$ cat src/rtl/systolic_tile_sequencer.sv
// Tile sequencer for an output-stationary systolic array: clears the
// accumulators, streams k_len operand pairs, drains the pipeline, hands off.
module systolic_tile_sequencer #(
    parameter int ARRAY_COLS  = 8,
    parameter int MAC_LATENCY = 3,
    parameter int ADDR_WIDTH  = 10,
    parameter int K_WIDTH     = 16
) (
    input  logic                  clk,
    input  logic                  rst,
    input  logic                  start,
    input  logic                  abort,
    input  logic [K_WIDTH-1:0]    cfg_k_len,
    input  logic [ADDR_WIDTH-1:0] cfg_act_base,
    input  logic [ADDR_WIDTH-1:0] cfg_wgt_base,
    input  logic                  rd_stall,
    input  logic                  sa_valid_out,
    input  logic                  sa_overflow,
    input  logic                  res_ready,
    output logic                  sa_enable,
    output logic                  sa_clear_acc,
    output logic                  sa_valid_reset,
    output logic                  sa_data_valid_in,
    output logic                  feed_zero,
    output logic                  rd_en,
    output logic [ADDR_WIDTH-1:0] act_addr,
    output logic [ADDR_WIDTH-1:0] wgt_addr,
    output logic                  res_valid,
    output logic                  busy,
    output logic                  done,
    output logic                  err,
    output logic                  ovf_sticky
);

    localparam int PRIME_CYCLES = 2 * ARRAY_COLS - 1 + MAC_LATENCY;
    localparam int DW = $clog2(PRIME_CYCLES + 1);
    localparam logic [DW-1:0] DRAIN_LAST = DW'(PRIME_CYCLES - 1);

    typedef enum logic [2:0] {
        S_IDLE,
        S_CLEAR,
        S_FEED,
        S_DRAIN,
        S_WRITE,
        S_DONE
    } state_t;

    state_t                state_q, state_d;
    logic [K_WIDTH-1:0]    k_len_q, k_len_d;
    logic [ADDR_WIDTH-1:0] act_base_q, act_base_d;
    logic [ADDR_WIDTH-1:0] wgt_base_q, wgt_base_d;
    logic [K_WIDTH-1:0]    step_q, step_d;
    logic [DW-1:0]         drain_q, drain_d;
    logic                  ovf_q, ovf_d;
    logic                  err_q, err_d;

    always_ff @(posedge clk) begin
        if (rst) begin
            state_q    <= S_IDLE;
            k_len_q    <= '0;
            act_base_q <= '0;
            wgt_base_q <= '0;
            step_q     <= '0;
            drain_q    <= '0;
            ovf_q      <= 1'b0;
            err_q      <= 1'b0;
        end else begin
            state_q    <= state_d;
            k_len_q    <= k_len_d;
            act_base_q <= act_base_d;
            wgt_base_q <= wgt_base_d;
            step_q     <= step_d;
            drain_q    <= drain_d;
            ovf_q      <= ovf_d;
            err_q      <= err_d;
        end
    end

    always_comb begin
        state_d    = state_q;
        k_len_d    = k_len_q;
        act_base_d = act_base_q;
        wgt_base_d = wgt_base_q;
        step_d     = step_q;
        drain_d    = drain_q;
        ovf_d      = ovf_q;
        err_d      = 1'b0;

        if (abort) begin
            // abort beats start, handshake and final-count events alike
            state_d = S_IDLE;
        end else begin
            unique case (state_q)
                S_IDLE: begin
                    if (start) begin
                        if (cfg_k_len != '0) begin
                            k_len_d    = cfg_k_len;
                            act_base_d = cfg_act_base;
                            wgt_base_d = cfg_wgt_base;
                            state_d    = S_CLEAR;
                        end else begin
                            err_d = 1'b1;
                        end
                    end
                end
                S_CLEAR: begin
                    step_d  = '0;
                    drain_d = '0;
                    ovf_d   = 1'b0;
                    state_d = S_FEED;
                end
                S_FEED: begin
                    if (!rd_stall) begin
                        if (step_q == k_len_q - K_WIDTH'(1)) begin
                            state_d = S_DRAIN;
                        end else begin
                            step_d = step_q + K_WIDTH'(1);
                        end
                    end
                end
                S_DRAIN: begin
                    if (!rd_stall) begin
                        if (drain_q == DRAIN_LAST) begin
                            if (sa_valid_out) begin
                                state_d = S_WRITE;
                            end else begin
                                err_d   = 1'b1;
                                state_d = S_IDLE;
                            end
                        end else begin
                            drain_d = drain_q + DW'(1);
                        end
                    end
                end
                S_WRITE: begin
                    if (res_ready) begin
                        state_d = S_DONE;
                    end
                end
                S_DONE: begin
                    state_d = S_IDLE;
                end
                default: begin
                    state_d = S_IDLE;
                end
            endcase
        end

        if (sa_overflow && (state_q == S_FEED || state_q == S_DRAIN ||
                            state_q == S_WRITE)) begin
            ovf_d = 1'b1;
        end
    end

    // Only the enable and read strobe see rd_stall combinationally.
    assign sa_enable        = (state_q == S_FEED || state_q == S_DRAIN) && !rd_stall;
    assign rd_en            = (state_q == S_FEED) && !rd_stall;
    assign sa_clear_acc     = (state_q == S_CLEAR);
    assign sa_valid_reset   = (state_q == S_CLEAR);
    assign sa_data_valid_in = (state_q == S_FEED);
    assign feed_zero        = (state_q == S_DRAIN);
    assign act_addr         = act_base_q + ADDR_WIDTH'(step_q);
    assign wgt_addr         = wgt_base_q + ADDR_WIDTH'(step_q);
    assign res_valid        = (state_q == S_WRITE);
    assign busy             = (state_q != S_IDLE);
    assign done             = (state_q == S_DONE);
    assign err              = err_q;
    assign ovf_sticky       = ovf_q;

endmodule
$ cat config.mk
export PLATFORM = sky130hd
export DESIGN_NAME = systolic_tile_sequencer
export DESIGN_NICKNAME = d
export VERILOG_FILES = /design/src/rtl/systolic_tile_sequencer.sv
export SDC_FILE = /design/constraint.sdc
export NUM_CORES = 1
export LEC_CHECK = 0
export BUFFER_PORTS_ARGS = -buffer_cell sky130_fd_sc_hd__clkbuf_2
export CAP_MARGIN = 20
export CORE_ASPECT_RATIO = 0.9
export CORE_MARGIN = 2
export CORE_UTILIZATION = 60
export DETAILED_ROUTE_END_ITERATION = 8
export GPL_ROUTABILITY_DRIVEN = 0
export MAX_ROUTING_LAYER = met4
export PLACE_DENSITY = 0.86
export SETUP_SLACK_MARGIN = 0.02
export SKIP_LAST_GASP = 1
export SLEW_MARGIN = 5
export SYNTH_ARGS = -nofsm -noshare
export SYNTH_HDL_FRONTEND = slang
export SYNTH_SLANG_ARGS = --single-unit
$ cat constraint.sdc
create_clock -name clk -period 5.04 [get_ports clk]
set_clock_uncertainty 0.15 [all_clocks]
set_input_delay 1.512 -clock clk [delete_from_list [all_inputs] [get_ports clk]]
set_output_delay 1.512 -clock clk [all_outputs]
set_load 0.02 [all_outputs]
# After elaboration in Yosys (flattened, before gate mapping)

Cells that the tools add are included.

Bits in registers: 62
Logic and storage cells: 73
Input bits: 44
Output and inout bits: 31

Add/sub/neg operators: 5
Equal/unequal tests: 17
Bitwise logic cells: 1
Muxes and demuxes: 24
Reductions and logical operators: 18

Operator list:

| operator                                                                 | number |
|---|---|
| 16-bit 2-to-1 mux                                                        | 2 |
| 16-bit case mux with 2 select lines                                      | 1 |
| 3-bit 2-to-1 mux                                                         | 8 |
| 10-bit adder                                                             | 2 |
| 16-bit by 1-bit adder with 16-bit output (second input constant)         | 1 |
| 16-bit == test                                                           | 1 |
| 16-bit nonzero test                                                      | 1 |
| 16-bit by 1-bit subtractor with 16-bit output (second input constant)    | 1 |
| 3-bit case mux with 5 select lines                                       | 1 |
| 2-bit inequality test (second input constant)                            | 7 |
| 4-bit AND reduction                                                      | 3 |
| 5-bit 2-to-1 mux                                                         | 2 |
| 5-bit case mux with 2 select lines                                       | 1 |
| 1-bit 2-to-1 mux                                                         | 8 |
| 7-bit AND reduction                                                      | 1 |
| 3-bit by 2-bit == test with 1-bit output (second input constant)         | 2 |
| 3-bit == test (second input constant)                                    | 2 |
| 2-bit by 1-bit inequality test with 1-bit output (second input constant) | 3 |
| 2-bit nonzero test                                                       | 3 |
| 5-bit by 1-bit adder with 5-bit output (second input constant)           | 1 |
| 5-bit == test (second input constant)                                    | 1 |
| 3-bit by 1-bit == test with 1-bit output (second input constant)         | 1 |
| 1-bit logical AND                                                        | 3 |
| 3-bit zero test                                                          | 1 |
| other kinds (7)                                                          | 8 |

# Logic depth before layout (Yosys ltp)

Gate-level depths: netlist of run 1.

Depth after elaboration: 6
Mapped depth: 11
Depth with buffers taken out: 10

# Worst setup path before layout of run 1

No wires, ideal clock.

Path kind: flip-flop to output port
Start: reg step_q[1]
End: out act_addr[9]
Required time: 3.378 ns
Stages on the path, launching flop included: 9
Arrival: 2.207 ns
Buffers on the path: 0
Setup slack: 1.171 ns
Path through: dfxtp_1 -> ha_1 -> a21o_1 -> a21oi_1 -> o21bai_1 -> a21oi_1 -> o21ai_0 -> and4_1 -> nor3_1

Cells in the longest elaborated chain, start to end: 1

RTL lines:

| what                   | line | RTL |
|---|---|---|
| start, declared        | 52   | `logic [K_WIDTH-1:0] step_q, step_d;` |
| start signal, assigned | 72   | `step_q <= step_d;` |
| 10-bit adder           | 162  | `assign act_addr = act_base_q + ADDR_WIDTH'(step_q);` |
| end, declared          | 26   | `output logic [ADDR_WIDTH-1:0] act_addr,` |

Every way passes these cells.

# Worst setup path in the final report of run 1

Start: reg step_q[2]
End: out wgt_addr[9]

Cells in the longest elaborated chain, start to end: 1

RTL lines:

| what          | line | RTL |
|---|---|---|
| 10-bit adder  | 163  | `assign wgt_addr = wgt_base_q + ADDR_WIDTH'(step_q);` |
| end, declared | 27   | `output logic [ADDR_WIDTH-1:0] wgt_addr,` |

Every way passes these cells.

==> impl_metrics.csv, run 1 <==
group,metric,value,unit
cells_and_area,nets,641,
floorplanning,dieArea,7230,um2
placement,numPortBuffers,74,
power_and_ir_drop,pwr-share-comb,17.7,%
routing,vias_per_cell,6.04,
global_routing,grt_use_total,29.7,%
cells_and_area,mostFrequentLayoutCells,"nand2_1, clkbuf_2, a21oi_1",
power_and_ir_drop,switching_share,28.8,%
synth,synthCells,510,
setup_path,worstSetupEndpointType,"output pin",
run_status,status,"finished, final reports clean",
synth,syn_area_per_cell,7.73,um2
floorplanning,boundaryPins,75,
cts,cts_tree,"done",
cells_and_area,ff_latch_area,1240,um2
power_and_ir_drop,power_frac_seq,47.7,%
cells_and_area,multi_input_area,2490,um2
cts,cts_root_buffer,"clkbuf_8",
cts,hold_buffers,0,
floorplanning,rows,28,
placement,place_ws,861,ps
floorplanning,dieWidth,89.4,um
cts,numCtsBuffers,9,
floorplanning,dieHeight,80.9,um
sta,rsz0062_at_grt,"no",
hold_path,min_path_type,"flip-flop to flip-flop",
synth,synth_area,3940,um2
sta,hold_violations,0,
setup_path,cp_max_fo,16,
routing,drt_first_pass_iters,5,
cells_and_area,syn_to_final_growth,13.9,%
synth,yosys_most_used_dff,"dfxtp_1",
sta,drv_slew,0,
sta,fin_crit,4610,ps
setup_path,start_kind,"flip-flop",
sta,fmax,217,MHz
floorplanning,start_util,60.8,%
global_routing,antenna_found_initial,0,
power_and_ir_drop,switchingPower,0.316,mW
power_and_ir_drop,clkPwrFrac,34.6,%
cells_and_area,drive_above_1_share,17.7,%
setup_path,crit_required,3380,ps
setup_path,r2r-start,"k_len_q[0]$_SDFFE_PP0P_",
routing,wl_met2,5320,um
routing,met3_length,558,um
cts,cts_buffer_depth,2,
power_and_ir_drop,leakage,1.95,nW
routing,wl,10300,um
routing,top_layer,"met4",
sta,setup_viol,0,
synth,ys_async_sr_fraction,0,%
routing,vias,4015,
routing,wl_per_cell,15.5,um
hold_path,hold_start,"act_base_q[0]$_SDFFE_PP0P_",
routing,drc,0,
run,drv_cap,0,
power_and_ir_drop,p_int,0.779,mW
routing,drt-initial-drc-count,284,
synth,ys_seq_area_share,31.5,%
setup_path,worst-setup-path-type,"flip-flop to output pin",
global_routing,grt_pass1_wl,16400,um
cts,postCtsSetupBuffers,0,
cells_and_area,final_common_cell,"nand2_1",
setup_path,arrival,2950,ps
power_and_ir_drop,max-vdd-ir-drop,200,uV
global_routing,grt_max_degree,45,
placement,dp_hpwl,7540,um
cts,cts_sinks,62,
global_routing,grt_pass1_vias,3701,
power_and_ir_drop,p_total,1.10,mW
cells_and_area,diodes,0,
floorplanning,core-area,6480,um2
sta,worst_pin_slew,938,ps
sta,hold-worst-slack,312,ps
sta,fin_crit_sh,91.5,%
cts,path_clk_slew,60,ps
synth,synth_edf_count,0,
synth,yosys_warnings,0,
cts,post_cts_resized,0,
cts,ctsHtreeMaxLevel,3,
synth,ys_ff_latch,62,
sta,max-slew-margin-rel,37.5,%
synth,synthDistinctLibCells,55,
power_and_ir_drop,powerDensity,244,nW/um2
setup_path,crit_start,"step_q[2]$_SDFFE_PP0P_",
sta,tns,0,ps
global_routing,grt.overflow.total,0,
synth,synth_nets,578,
sta,setup_ws,429,ps
cts,clock_latency,340,ps
cells_and_area,nFillCells,550,
routing,drt-met1-wl,4300,um
placement,place_area,4320,um2
cells_and_area,stdcell_area,4490,um2
routing,ant_nets,0,
## critical path, cell delays in order (launching register included)
cell and delay [ps]:
dfxtp_1 700, ha_1 390, a21oi_1 260, o21bai_1 120, a21oi_1 270, o21ai_0 230
and4_1 270, nor3_1 190, clkbuf_2 200
## state kept, by name, indices dropped and copies added (netlist names)
register / cells
k_len_q: 16
step_q: 16
act_base_q: 10
wgt_base_q: 10
drain_q: 5
state_q: 3
err: 1
ovf_sticky: 1
## logic make-up (layout without fill, tap and decap cells)
kind of cell,Yosys count,count (layout),share of synthesized area [%]
mux,2,2,0.635
fa+ha+maj,24,24,8.00
buf+inv,48,113,5.33
compound gates,125,125,19.5
xor+xnor,38,38,8.44
flops,62,62,31.5
simple gates,211,211,26.6
## layer usage
| layer | vias up | track usage, % |
|---|---|---|
| met5 | - | - |
| met4 | 0 | 7.16 |
| met3 | 10 | 5.79 |
| met2 | 142 | 52.4 |
| met1 | 1923 | 34.7 |
| li1 | 1940 | - |
## per-stage QoR
stage	cells	utilization (%)
floorplan	510	-
global placement	651	66.6
detailed placement	651	66.6
CTS	664	69.1
global route	665	69.2
finish	665	69.2
## final timing paths
path | to | slack (ps) | cells past startpoint
worst max-delay path | wgt_addr[9] | 430 | 8
worst min-delay path | act_base_q[0]$_SDFFE_PP0P_ | 310 | 2
worst max register to register | step_q[11]$_SDFFE_PP0P_ | 1560 | 10
worst min register to register | act_base_q[0]$_SDFFE_PP0P_ | 310 | 2
## cell type report
| class | count | area share [%] |
|---|---|---|
| Clock buffer | 11 | 3.37 |
| Clock inverter | 2 | 0.223 |
| Sequential cell | 62 | 27.7 |
| Inverter | 22 | 1.84 |
| Tap cell | 90 | 2.51 |
| Multi-Input combinational cell | 400 | 55.5 |
| Timing Repair Buffer | 78 | 8.92 |
## cells in the mapped netlist (all sizes together) (3+ instances only)
cell	instances	share of area, %
nand2	95	9.0
a21oi	65	8.3
o21bai	4	0.76
dfxtp	62	31
o311ai	5	1.1
inv	22	2.1
and2	3	0.48
nand4	10	1.6
o21ai	19	2.4
a21o	4	0.76
nand3	11	1.4
nor2	27	2.6
xor2	17	3.8
ha	22	7.0
nor3	10	1.3
o211ai	6	1.1
nand2b	3	0.48
nor4	14	2.8
o31ai	3	0.57
xnor2	21	4.7
buf	5	1.2
or4	10	1.9
clkbuf	21	2.0
o41ai	3	0.67
or2	4	0.63
and3	5	0.79
or3	9	1.4
## power by group through the flow
stage / clock (mW) / combinational, mW / sequential (mW)
CTS: 0.380 / 0.191 / 0.522
finish: 0.379 / 0.193 / 0.523
detailed placement: 0 / 0.189 / 0.533
global route: 0.399 / 0.212 / 0.525
floorplan: 0 / 0.140 / 0.525
global placement: 0 / 0.181 / 0.532
Power figures use the tool's default switching activity.
==> run 2, diff against run 1 <==
- CTS_CLUSTER_DIAMETER: unset -> 100
- GPL_TIMING_DRIVEN: unset -> 0
==> run 2 against run 1 <==
  * Worst setup slack gained 170 ps
  * Worst hold slack gained 1.1 ps
  * Fmax grew 3.7%
  * Power grew 1.3%
  * Combinational power grew 3%
  * Non-clock buffer count grew 21
  * Register-to-register slack gained 60 ps
  * Flip-flop and latch count is the same
  * Critical path type unchanged
  * Critical endpoint is now wgt_addr[8]
  * Largest cell class unchanged
==> impl_metrics.csv, run 2 (synthesis results as in run 1) <==
group,metric,value,unit
cells_and_area,reg_top3,"k_len_q x16, step_q x16",
setup_path,cp_max_fo,8,
setup_path,arrival,2780,ps
setup_path,crit_chain,"ha_1 > inv_1 > fa_1 > inv_1 > a21oi_1 > o21bai_1 > a21o_1 > a21oi_1 > o21ai_0 > xor2_1 > clkbuf_2",
placement,dp_hpwl,7690,um
sta,setup_ws,594,ps
setup_path,r2r-start,"k_len_q[0]$_SDFFE_PP0P_",
power_and_ir_drop,p_total,1.11,mW
run,drv_cap,0,
sta,drv_slew,0,
cells_and_area,drive_above_1_share,16.9,%
power_and_ir_drop,powerDensity,242,nW/um2
cts,path_clk_slew,70,ps
floorplanning,core-area,6480,um2
cts,postCtsSetupBuffers,0,
cts,ctsHtreeMaxLevel,3,
floorplanning,start_util,60.8,%
cells_and_area,nets,662,
sta,worst_pin_slew,768,ps
cts,cts_tree,"done",
sta,rsz0062_at_grt,"no",
routing,wl_per_cell,14.6,um
cts,cts_sinks,62,
cells_and_area,stdcell_area,4590,um2
hold_path,hold_start,"wgt_base_q[5]$_SDFFE_PP0P_",
sta,fin_crit,4450,ps
placement,place_ws,982,ps
global_routing,grt_pass1_vias,3716,
cells_and_area,nFillCells,573,
sta,tns,0,ps
floorplanning,boundaryPins,75,
floorplanning,dieArea,7230,um2
hold_path,hold_path_depth,2,
sta,max-slew-margin-rel,48.4,%
hold_path,min_path_type,"flip-flop to flip-flop",
sta,hold_violations,0,
setup_path,worstSetupEndpointType,"output pin",
placement,numPortBuffers,73,
sta,fmax,225,MHz
placement,placed_cells,673,
sta,hold-worst-slack,313,ps
routing,vias_per_cell,5.85,
global_routing,antenna_found_initial,0,
floorplanning,dieWidth,89.4,um
cells_and_area,fin_util,70.8,%
setup_path,start_kind,"flip-flop",
routing,drt-initial-drc-count,320,
power_and_ir_drop,max-vdd-ir-drop,262,uV
cells_and_area,mostFrequentLayoutCells,"nand2_1, clkbuf_2, a21oi_1",
setup_path,worst-setup-path-type,"flip-flop to output pin",
cells_and_area,stdcell_count,688,
setup_path,reg2reg_depth,10,
cts,clock_latency,350,ps
sta,fin_crit_sh,88.2,%
global_routing,grt_use_total,29.7,%
floorplanning,dieHeight,80.9,um
run_status,status,"finished, final reports clean",
cells_and_area,multi_input_area,2490,um2
placement,place_area,4420,um2
cts,hold_buffers,0,
setup_path,crit_slowest_cell,"dfxtp_1",
setup_path,crit_required,3380,ps
setup_path,reg2reg_setup_slack,1620,ps
routing,vias,4025,
routing,ant_nets,0,
global_routing,grt.overflow.total,0,
cells_and_area,syn_to_final_growth,16.4,%
hold_path,whs_endpoint,"wgt_base_q[5]$_SDFFE_PP0P_",
cts,post_cts_resized,0,
cells_and_area,ff_latch_area,1240,um2
routing,drc,0,
cells_and_area,diodes,0,
sta,setup_viol,0,
floorplanning,rows,28,
cells_and_area,final_common_cell,"nand2_1",
setup_path,r2r_end,"step_q[11]$_SDFFE_PP0P_",
power_and_ir_drop,leakage,1.98,nW
routing,wl,10100,um
cts,cts_root_buffer,"clkbuf_8",
cts,cts_buffer_depth,2,
global_routing,grt_pass1_wl,16200,um
setup_path,max_stage_delay,570,ps
global_routing,grt_max_degree,11,
routing,drt_first_pass_iters,5,
cts,numCtsBuffers,9,
==> run 2: changes by cell type in the layout (fill, tap and decap cells not counted) <==
| cell | change |
|---|---|
| buf_6 | +3 |
| clkinv_2 | -1 |
| clkbuf_2 | -1 |
| clkbuf_1 | +24 |
| buf_4 | -2 |
==> run 2: critical path, delay by kind of cell, from the launching register on <==
family,cells,cell delay [ps]
AO/OA/AOI/OAI,5,740
buffers and inverters,3,310
adder cells (fa/ha/maj),2,640
XOR/XNOR,1,160
flip-flops,1,570
==> run 2: worst max path at each step <==
stage,to,depth (start not counted),slack [ps],startpoint
after floorplan,act_addr[9],8,1170,step_q[1]$_SDFFE_PP0P_
after global placement,wgt_addr[9],9,1000,step_q[1]$_SDFFE_PP0P_
after detailed placement,wgt_addr[8],11,980,step_q[0]$_SDFFE_PP0P_
after CTS,wgt_addr[8],11,600,step_q[0]$_SDFFE_PP0P_
after global routing,act_addr[9],9,390,step_q[1]$_SDFFE_PP0P_
final,wgt_addr[8],11,590,step_q[0]$_SDFFE_PP0P_
==> run 2: power by group <==
part	internal, mW	total, mW	switching, mW
clock network	0.203	0.394	0.191
logic	0.0809	0.198	0.117
registers	0.505	0.517	0.0124
==> run 2: cell type report <==
| class | instances | area share (%) |
|---|---|---|
| Buffer | 26 | 2.78 |
| Clock buffer | 14 | 3.55 |
| Clock inverter | 1 | 0.109 |
| Inverter | 22 | 1.80 |
| Multi-Input combinational cell | 400 | 54.3 |
| Sequential cell | 62 | 27.1 |
| Tap cell | 90 | 2.45 |
| Timing Repair Buffer | 73 | 7.97 |
==> run 2: metal layers <==
metal,part of all wire [%],global-route usage (%),wire length [um],vias to the layer above
met5,0,-,0,-
met4,2.7,10.0,272,0
met3,6.8,7.11,680,23
met2,47,48.7,4770,141
met1,43,35.8,4340,1871
li1,-,-,-,1990
